**src/rtl/imem_loader_if.sv**
```systemverilog
// Boot-loader bus: byte stream in, instruction-memory write port and core status out.
interface imem_loader_if #(
    parameter int ADDR_W = 10
);
    logic              start;
    logic [7:0]        rx_data;
    logic              rx_valid;
    logic              rx_ready;
    logic              imem_we;
    logic [ADDR_W-1:0] imem_addr;
    logic [31:0]       imem_wdata;
    logic              core_rst;
    logic              busy;
    logic              done;
    logic              err;
    logic [15:0]       word_count;

    modport master (
        output start, rx_data, rx_valid,
        input  rx_ready, imem_we, imem_addr, imem_wdata,
        input  core_rst, busy, done, err, word_count
    );

    modport slave (
        input  start, rx_data, rx_valid,
        output rx_ready, imem_we, imem_addr, imem_wdata,
        output core_rst, busy, done, err, word_count
    );
endinterface

```
**src/rtl/imem_loader.sv**
```systemverilog
// Loads a length-prefixed byte image into instruction memory and releases core reset when complete.
// Latency: 1 start + 2 header + 5 cycles per word with the stream never stalling.
// Backpressure: rx_ready drops outside LEN_LO/LEN_HI/DATA, including the single WRITE cycle per word.
module imem_loader #(
    parameter int ADDR_W    = 10,
    parameter int MAX_WORDS = 1024
) (
    input  logic          clk,
    input  logic          rst,
    imem_loader_if.slave  bus
);
    typedef enum logic [2:0] {
        S_IDLE,
        S_LEN_LO,
        S_LEN_HI,
        S_DATA,
        S_WRITE,
        S_DONE,
        S_ERR
    } state_t;

    localparam logic [16:0] MAX_L = 17'(MAX_WORDS);

    state_t      state, state_nxt;
    logic [15:0] len;
    logic [15:0] word_idx;
    logic [15:0] word_count;
    logic [1:0]  byte_idx;
    logic [31:0] wdata;
    logic [15:0] len_full;
    logic        rdy;
    logic        xfer;
    logic        restart;

    assign len_full = {bus.rx_data, len[7:0]};
    assign xfer     = bus.rx_valid & rdy;
    assign restart  = bus.start & ((state == S_IDLE) | (state == S_DONE) | (state == S_ERR));

    always_comb begin
        state_nxt = state;
        rdy       = 1'b0;
        case (state)
            S_IDLE, S_DONE, S_ERR: begin
                if (bus.start) state_nxt = S_LEN_LO;
            end
            S_LEN_LO: begin
                rdy = 1'b1;
                if (bus.rx_valid) state_nxt = S_LEN_HI;
            end
            S_LEN_HI: begin
                rdy = 1'b1;
                if (bus.rx_valid) begin
                    if ((len_full == 16'd0) || ({1'b0, len_full} > MAX_L))
                        state_nxt = S_ERR;
                    else
                        state_nxt = S_DATA;
                end
            end
            S_DATA: begin
                rdy = 1'b1;
                if (bus.rx_valid && (byte_idx == 2'd3)) state_nxt = S_WRITE;
            end
            S_WRITE: begin
                state_nxt = ((word_idx + 16'd1) == len) ? S_DONE : S_DATA;
            end
            default: state_nxt = S_IDLE;
        endcase
    end

    always_ff @(posedge clk) begin
        if (!rst) state <= S_IDLE;
        else      state <= state_nxt;
    end

    always_ff @(posedge clk) begin
        if (!rst) begin
            len        <= '0;
            byte_idx   <= '0;
            word_idx   <= '0;
            word_count <= '0;
            wdata      <= '0;
        end else begin
            if (restart) begin
                word_idx   <= '0;
                word_count <= '0;
            end
            case (state)
                S_LEN_LO: if (xfer) len[7:0] <= bus.rx_data;
                S_LEN_HI: begin
                    if (xfer && (state_nxt == S_DATA)) begin
                        len      <= len_full;
                        byte_idx <= '0;
                    end
                end
                S_DATA: begin
                    if (xfer) begin
                        wdata[8*byte_idx +: 8] <= bus.rx_data;
                        byte_idx               <= byte_idx + 2'd1;
                    end
                end
                S_WRITE: begin
                    word_idx   <= word_idx + 16'd1;
                    word_count <= word_count + 16'd1;
                    byte_idx   <= '0;
                end
                default: ;
            endcase
        end
    end

    assign bus.rx_ready   = rdy;
    assign bus.imem_we    = (state == S_WRITE);
    assign bus.imem_addr  = word_idx[ADDR_W-1:0];
    assign bus.imem_wdata = wdata;
    assign bus.busy       = (state == S_LEN_LO) | (state == S_LEN_HI) |
                            (state == S_DATA)   | (state == S_WRITE);
    assign bus.done       = (state == S_DONE);
    assign bus.err        = (state == S_ERR);
    assign bus.core_rst   = (state == S_DONE);
    assign bus.word_count = word_count;
endmodule
```
**src/flat_wrapper.sv**
```systemverilog
// flat-port wrapper written by rule: the top's interface ports become plain ports
module imem_loader_flat 
#(
    parameter int ADDR_W    = 10,
    parameter int MAX_WORDS = 1024
)
  (clk, rst, bus_start, bus_rx_data, bus_rx_valid, bus_rx_ready, bus_imem_we, bus_imem_addr, bus_imem_wdata, bus_core_rst, bus_busy, bus_done, bus_err, bus_word_count);
  imem_loader_if #(.ADDR_W(ADDR_W)) bus_i ();
  input  logic clk;
  input  logic rst;
  input wire logic [$bits(bus_i.start)-1:0] bus_start;
  input wire logic [$bits(bus_i.rx_data)-1:0] bus_rx_data;
  input wire logic [$bits(bus_i.rx_valid)-1:0] bus_rx_valid;
  output wire logic [$bits(bus_i.rx_ready)-1:0] bus_rx_ready;
  output wire logic [$bits(bus_i.imem_we)-1:0] bus_imem_we;
  output wire logic [$bits(bus_i.imem_addr)-1:0] bus_imem_addr;
  output wire logic [$bits(bus_i.imem_wdata)-1:0] bus_imem_wdata;
  output wire logic [$bits(bus_i.core_rst)-1:0] bus_core_rst;
  output wire logic [$bits(bus_i.busy)-1:0] bus_busy;
  output wire logic [$bits(bus_i.done)-1:0] bus_done;
  output wire logic [$bits(bus_i.err)-1:0] bus_err;
  output wire logic [$bits(bus_i.word_count)-1:0] bus_word_count;
  assign bus_i.start = bus_start;
  assign bus_i.rx_data = bus_rx_data;
  assign bus_i.rx_valid = bus_rx_valid;
  assign bus_rx_ready = bus_i.rx_ready;
  assign bus_imem_we = bus_i.imem_we;
  assign bus_imem_addr = bus_i.imem_addr;
  assign bus_imem_wdata = bus_i.imem_wdata;
  assign bus_core_rst = bus_i.core_rst;
  assign bus_busy = bus_i.busy;
  assign bus_done = bus_i.done;
  assign bus_err = bus_i.err;
  assign bus_word_count = bus_i.word_count;
  imem_loader #(.ADDR_W(ADDR_W), .MAX_WORDS(MAX_WORDS)) u_core (.clk(clk), .rst(rst), .bus(bus_i));
endmodule
```
**config.mk**
```make
export PLATFORM = sky130hd
export DESIGN_NAME = imem_loader_flat
export DESIGN_NICKNAME = d
export VERILOG_FILES = /design/src/rtl/imem_loader_if.sv /design/src/rtl/imem_loader.sv /design/src/flat_wrapper.sv
export SDC_FILE = /design/constraint.sdc
export NUM_CORES = 1
export LEC_CHECK = 0
export CAP_MARGIN = 30
export CELL_PAD_IN_SITES_DETAIL_PLACEMENT = 0
export CELL_PAD_IN_SITES_GLOBAL_PLACEMENT = 2
export CORE_UTILIZATION = 29
export CTS_BUF_LIST = sky130_fd_sc_hd__clkbuf_8
export CTS_CLUSTER_DIAMETER = 150
export CTS_CLUSTER_SIZE = 12
export DETAILED_ROUTE_END_ITERATION = 10
export MAX_ROUTING_LAYER = met4
export PLACE_DENSITY = 0.81
export SETUP_SLACK_MARGIN = 0.3
export SYNTH_ARGS = -nofsm -noshare
export SYNTH_HDL_FRONTEND = slang
export SYNTH_SLANG_ARGS = --single-unit
```
**constraint.sdc**
```tcl
create_clock -name clk -period 2 [get_ports clk]
set_input_delay 0.4 -clock clk [delete_from_list [all_inputs] [get_ports clk]]
set_output_delay 0.4 -clock clk [all_outputs]
set_load 0.01 [all_outputs]
```
[Word-level counts from Yosys, hierarchy flattened]
Index checks and enable logic that the tools add are counted.
Operators by class
  shift-type cells: 2
  reduce and logical (&&, ||, !) cells: 13
  order comparisons: 1
  muxes and demuxes: 17
  bitwise gates (word level): 8
  equality and inequality tests: 11
  add/sub/neg operators: 4
Operators by type and width (number)
  two-way mux 16 bit: 3
  negation 5 -> 34 bit: 1
  variable shift 8 x 34 -> 32 bit, first input constant: 1
  variable part select 8 x 34 -> 32 bit: 1
  adder 16 x 1 -> 16 bit, second input constant: 2
  bitwise mux 32 bit: 1
  two-way mux 3 bit: 6
  == test 16 bit: 1
  greater-than comparator 16 x 11 -> 1 bit, second input constant: 1
  zero test 16 bit: 1
  one-hot mux 8 bit (2 select lines): 1
  one-hot mux 3 bit (5 select lines): 1
  == test 3 x 2 -> 1 bit, second input constant: 3
  == test 3 bit, second input constant: 3
  two-way mux 8 bit: 1
  one-hot mux 2 bit (3 select lines): 1
  AND reduction 3 bit: 2
  OR reduction 3 bit: 2
  OR 1 bit: 5
  two-way mux 2 bit: 2
  inequality test 2 x 1 -> 1 bit, second input constant: 2
  AND reduction 2 bit: 2
  == test 3 x 1 -> 1 bit, second input constant: 1
  zero test 3 bit: 1
  other kinds (9): 11
Storage, ports and cells
  output and inout bits: 64
  logic and storage cells: 63
  bits in registers: 85

[Logic depth before layout (Yosys ltp)]
  word-level depth: 9
  depth in mapped cells: 9

[Worst setup path after synthesis]
OpenSTA, ideal clock, no wires.
  path kind: reg-to-reg
  from: register u_core.word_idx[0]
  to: register u_core.state[1]
  buffers on the path: 1
  arrival: 1992 ps
  path slack: -107 ps
  required time: 1885 ps
  stages on the path, launching flop included: 8
  path through: dfxtp_1 -> ha_1 -> and3_1 -> clkbuf_1 -> nand4_2 -> or3_1 -> a311o_1 -> o21a_1
On the way
  cells in the longest elaborated chain, start to end: 4
Ends and longest elaborated chain
  start: declaration: RTL line imem_loader.sv:26  | logic [15:0] word_idx;
  start signal: assignment: RTL line imem_loader.sv:102  | word_idx <= word_idx + 16'd1;
  adder 16 x 1 -> 16 bit: RTL line imem_loader.sv:64  | state_nxt = ((word_idx + 16'd1) == len) ? S_DONE : S_DATA;
  == test 16 bit: RTL line imem_loader.sv:64
  two-way mux 3 bit: RTL line imem_loader.sv:64
  one-hot mux 3 bit (5 select lines): RTL line imem_loader.sv:42  | case (state)
  end signal: assignment: RTL line imem_loader.sv:72  | else state <= state_nxt;
  end: declaration: RTL line imem_loader.sv:24  | state_t state, state_nxt;
Every way passes these cells.
A chain may end at the register's enable or synchronous reset.

[Final worst setup path]
Ends and elaborated chain as after synthesis.

==> summary.txt <==
Status
  • Outcome: complete, no violations

Setup path
  • Kind of cell adding the most delay to the critical path: simple AND/OR/NAND/NOR gates
  • Worst EP arrival: 2.20 ns
  • WP data required: 2.26 ns
  • CP endpoint kind: flip-flop
  • FF-to-FF Start: u_core.word_idx[0]
  • Critical path class: flip-flop to flip-flop
  • Slowest cell on crit path: or3_4
  • CP max FO: 7
  • RR Endpoint: u_core.state[1]
  • Worst Setup SP: u_core.word_idx[0]
  • Crit path largest cell delay: 0.41 ns
  • Critical Path Stages: 6
  • CP bufs+invs: 0
  • FF-to-FF path depth: 6
  • Worst Setup EP: u_core.state[1]
  • Startpoint types: flip-flop
  • R2R setup slack: 0.07 ns
  • CP cell instances: ha_4 > and3_4 > nand4_4 > or3_4 > a311o_1 > o21a_1

Drt
  • Antenna viol nets, final: 0
  • DR vias: 4221
  • DR WL met2: 6.52 mm
  • Per-cell routed wire length: 15.6 um
  • Drt pass-1 iters: 4
  • Wire length on met3: 686 um
  • M1 wire length: 5.86 mm
  • Final WL: 13.2 mm
  • Initial DRC count: 179
  • DR top layer: met4
  • Via density: 4.97
  • Drt drc: 0

Synthesis
  • Top-area cell type share of the netlist area: 39.1%
  • Synth Area per Inst: 8.25 um^2
  • Most common cell in the synthesized netlist: dfxtp_1
  • Share of flip-flops with an asynchronous set or reset: 0%
  • Commonest cells post-synth: dfxtp_1, nand2_1, nand3_1, a21boi_0, nor2_1
  • Seq/Total Area, Yosys: 39.1%
  • Synth area leader: dfxtp_1
  • Post-Syn Nets: 547
  • Yosys reg bits: 85
  • Netlist cell types: 55
  • EDFF count, synth: 0
  • Synth Warn #: 0
  • Mapped Cells: 528
  • Post-Synthesis Cell Area: 4360 um^2
  • Ranking of synthesized cells by area: dfxtp_1, nand3_1, a21boi_0
  • Top_reg_cell synth: dfxtp_1

STA
  • Fmax: 0.517 GHz
  • Fin. max-slew vios: 0
  • Skew final: 0.0136 ns
  • Min cycle time layout: 1.93 ns
  • Worst-margin pin slew: 0.425 ns
  • Slew Limit Headroom: 71.6%
  • Final Hold Vio Count: 0
  • Unrepaired setup endpoints after global routing: yes
  • Hold_ws: 0.453 ns
  • Final WS setup: 0.0660 ns
  • Final worst path period share: 96.7%
  • Final Setup Violations: 0

Run
  • Max cap viols: 0

Final layout
  • Core Util, Final: 43.8%
  • N_diodes: 0
  • Area Overhead vs Synth: 46.9%
  • Filler instances: 1469
  • Fin cells: 849
  • # nets final: 680
  • Storage cell area: 1750 um^2
  • Fraction of layout cells with a size suffix above 1: 29.8%
  • Multi-input gate area: 2750 um^2

Clock network
  • Max clock buf depth: 2
  • Clock Pin Slew Worst Setup and Hold Paths: 0.09 ns
  • Cts bufs inserted: 9
  • Clk sinks: 85
  • Worst skew pair latency: 0.38 ns
  • Clock Root Buffer: clkbuf_8
  • CTS tree: built
  • CTS H-tree lvls: 3

Global route
  • Total GRT Usage: 17.5%
  • Initial antenna violation count: 0
  • Largest net degree at the start of global routing: 25
  • Congestion Overflow GR: 0
  • Vias in the first global route: 4213
  • Wire length of the first global-routing pass: 21.1 mm

Floorplan
  • Top-Level Pins: 76
  • Initial core utilization: 29.9%
  • CORE AREA: 14600 um^2
  • Num rows: 44
  • Die X: 125 um
  • Die area: 15500 um^2
  • Die Ht: 125 um

Power
  • Cell Pwr Density: 527 nW/um^2
  • P_leak: 0.00288 uW
  • Max IR drop VDD: 308 uV

Place
  • Placed Cells: 807
  • Pre-CTS setup slack: -0.306 ns
  • Port buffer count: 75
  • GPL Wtd Cong: 0.809
  • DP HPWL: 9.40 mm

Min path
  • Worst min path class: flip-flop to flip-flop
==> repair_timing <==
action / in CTS / in global routing
hold buffers: 0 / 0
cloned: 1 / 0
buffers inserted: 20 / 6
pin swaps: 24 / 15
endpoints found under the setup margin: 106 / 92
gates resized for setup: 104 / 82
==> cell type report <==
cell class,count,share of cell area (%)
Tap cell,184,3.60
Clock buffer,9,1.94
Inverter,10,0.743
Clock inverter,6,1.04
Timing Repair Buffer,162,22.5
Sequential cell,85,27.3
Multi-Input combinational cell,393,42.9
==> worst min-delay path by stage <==
stage / from / to / cells past startpoint
after floorplan: u_core.word_idx[15] / u_core.word_idx[15] / 1
after global placement: u_core.bus.imem_wdata[21] / u_core.bus.imem_wdata[21] / 2
after detailed placement: u_core.bus.imem_wdata[25] / u_core.bus.imem_wdata[25] / 2
after CTS: u_core.bus.imem_wdata[25] / u_core.bus.imem_wdata[25] / 2
after global routing: u_core.bus.imem_wdata[6] / u_core.bus.imem_wdata[6] / 2
final: u_core.bus.imem_wdata[25] / u_core.bus.imem_wdata[25] / 2
==> metal layers <==
layer / global-route usage (%) / vias up
li1: - / 2111
met1: 20.5 / 1997
met2: 29.7 / 103
met3: 4.68 / 10
met4: 4.32 / 0
met5: - / -
==> logic make-up (layout without fill, tap and decap cells) <==
family / after synthesis / count (layout) / share of synthesized area, %
xor gates and xnor gates: 28 / 28 / 5.63
buffers and inverters: 50 / 187 / 5.57
muxes: 13 / 13 / 3.05
AOI/OAI and AO/OA: 109 / 109 / 16.5
adders and majority gates: 7 / 7 / 2.01
and+or+nand+nor: 236 / 236 / 28.2
DFF: 85 / 85 / 39.1
==> flip-flops by register name, indices dropped and copies added (netlist names) <==
register / flops
u_core.bus.imem_wdata: 32
u_core.bus.word_count: 16
u_core.len: 16
u_core.word_idx: 16
u_core.state: 3
u_core.byte_idx: 2
==> per-stage QoR <==
| step | setup TNS [ns] | instance area (um^2) | power, uW |
|---|---|---|---|
| 2_1_floorplan | 0 | 4480 | 1940 |
| 3_3_place_gp | -2.47 | 5670 | 2120 |
| 3_5_place_dp | -2.76 | 5670 | 2120 |
| 4_1_cts | 0 | 6120 | 3390 |
| 5_1_grt | 0 | 6400 | 3520 |
| 6_report | 0 | 6400 | 3370 |
==> worst register-to-register path, stage by stage, from the launching register on <==
cell	delay, ns
dfxtp_4	0.39
ha_4	0.15
and3_4	0.25
nand4_4	0.12
or3_4	0.41
a311o_1	0.35
o21a_1	0.17
==> report_power, final <==
part / leakage [uW] / total [uW] / internal (uW) / switching, uW
sequential: 0.000698 / 1720 / 1700 / 20.6
combinational: 0.00209 / 423 / 205 / 217
clock: 0.0000927 / 1230 / 570 / 655
==> cells in the final DEF, fill, tap and decap left out, drive strengths merged, types with 5 or more instances in the layout <==
| cell type | count |
|---|---|
| nor2b | 12 |
| buf | 92 |
| nor3 | 11 |
| dlygate4sd2 | 35 |
| nand2 | 61 |
| nand3b | 5 |
| a31oi | 8 |
| a21boi | 35 |
| dlymetal6s2s | 24 |
| xor2 | 6 |
| a21oi | 24 |
| mux2i | 11 |
| nand4 | 9 |
| or3 | 10 |
| and3 | 13 |
| nand3 | 58 |
| nor2 | 28 |
| xnor2 | 22 |
| dfxtp | 85 |
| ha | 7 |
| o21ai | 21 |
| inv | 11 |
| clkdlybuf4s50 | 10 |
| and2 | 11 |
| clkbuf | 10 |
(Power assumes the default switching activity.)
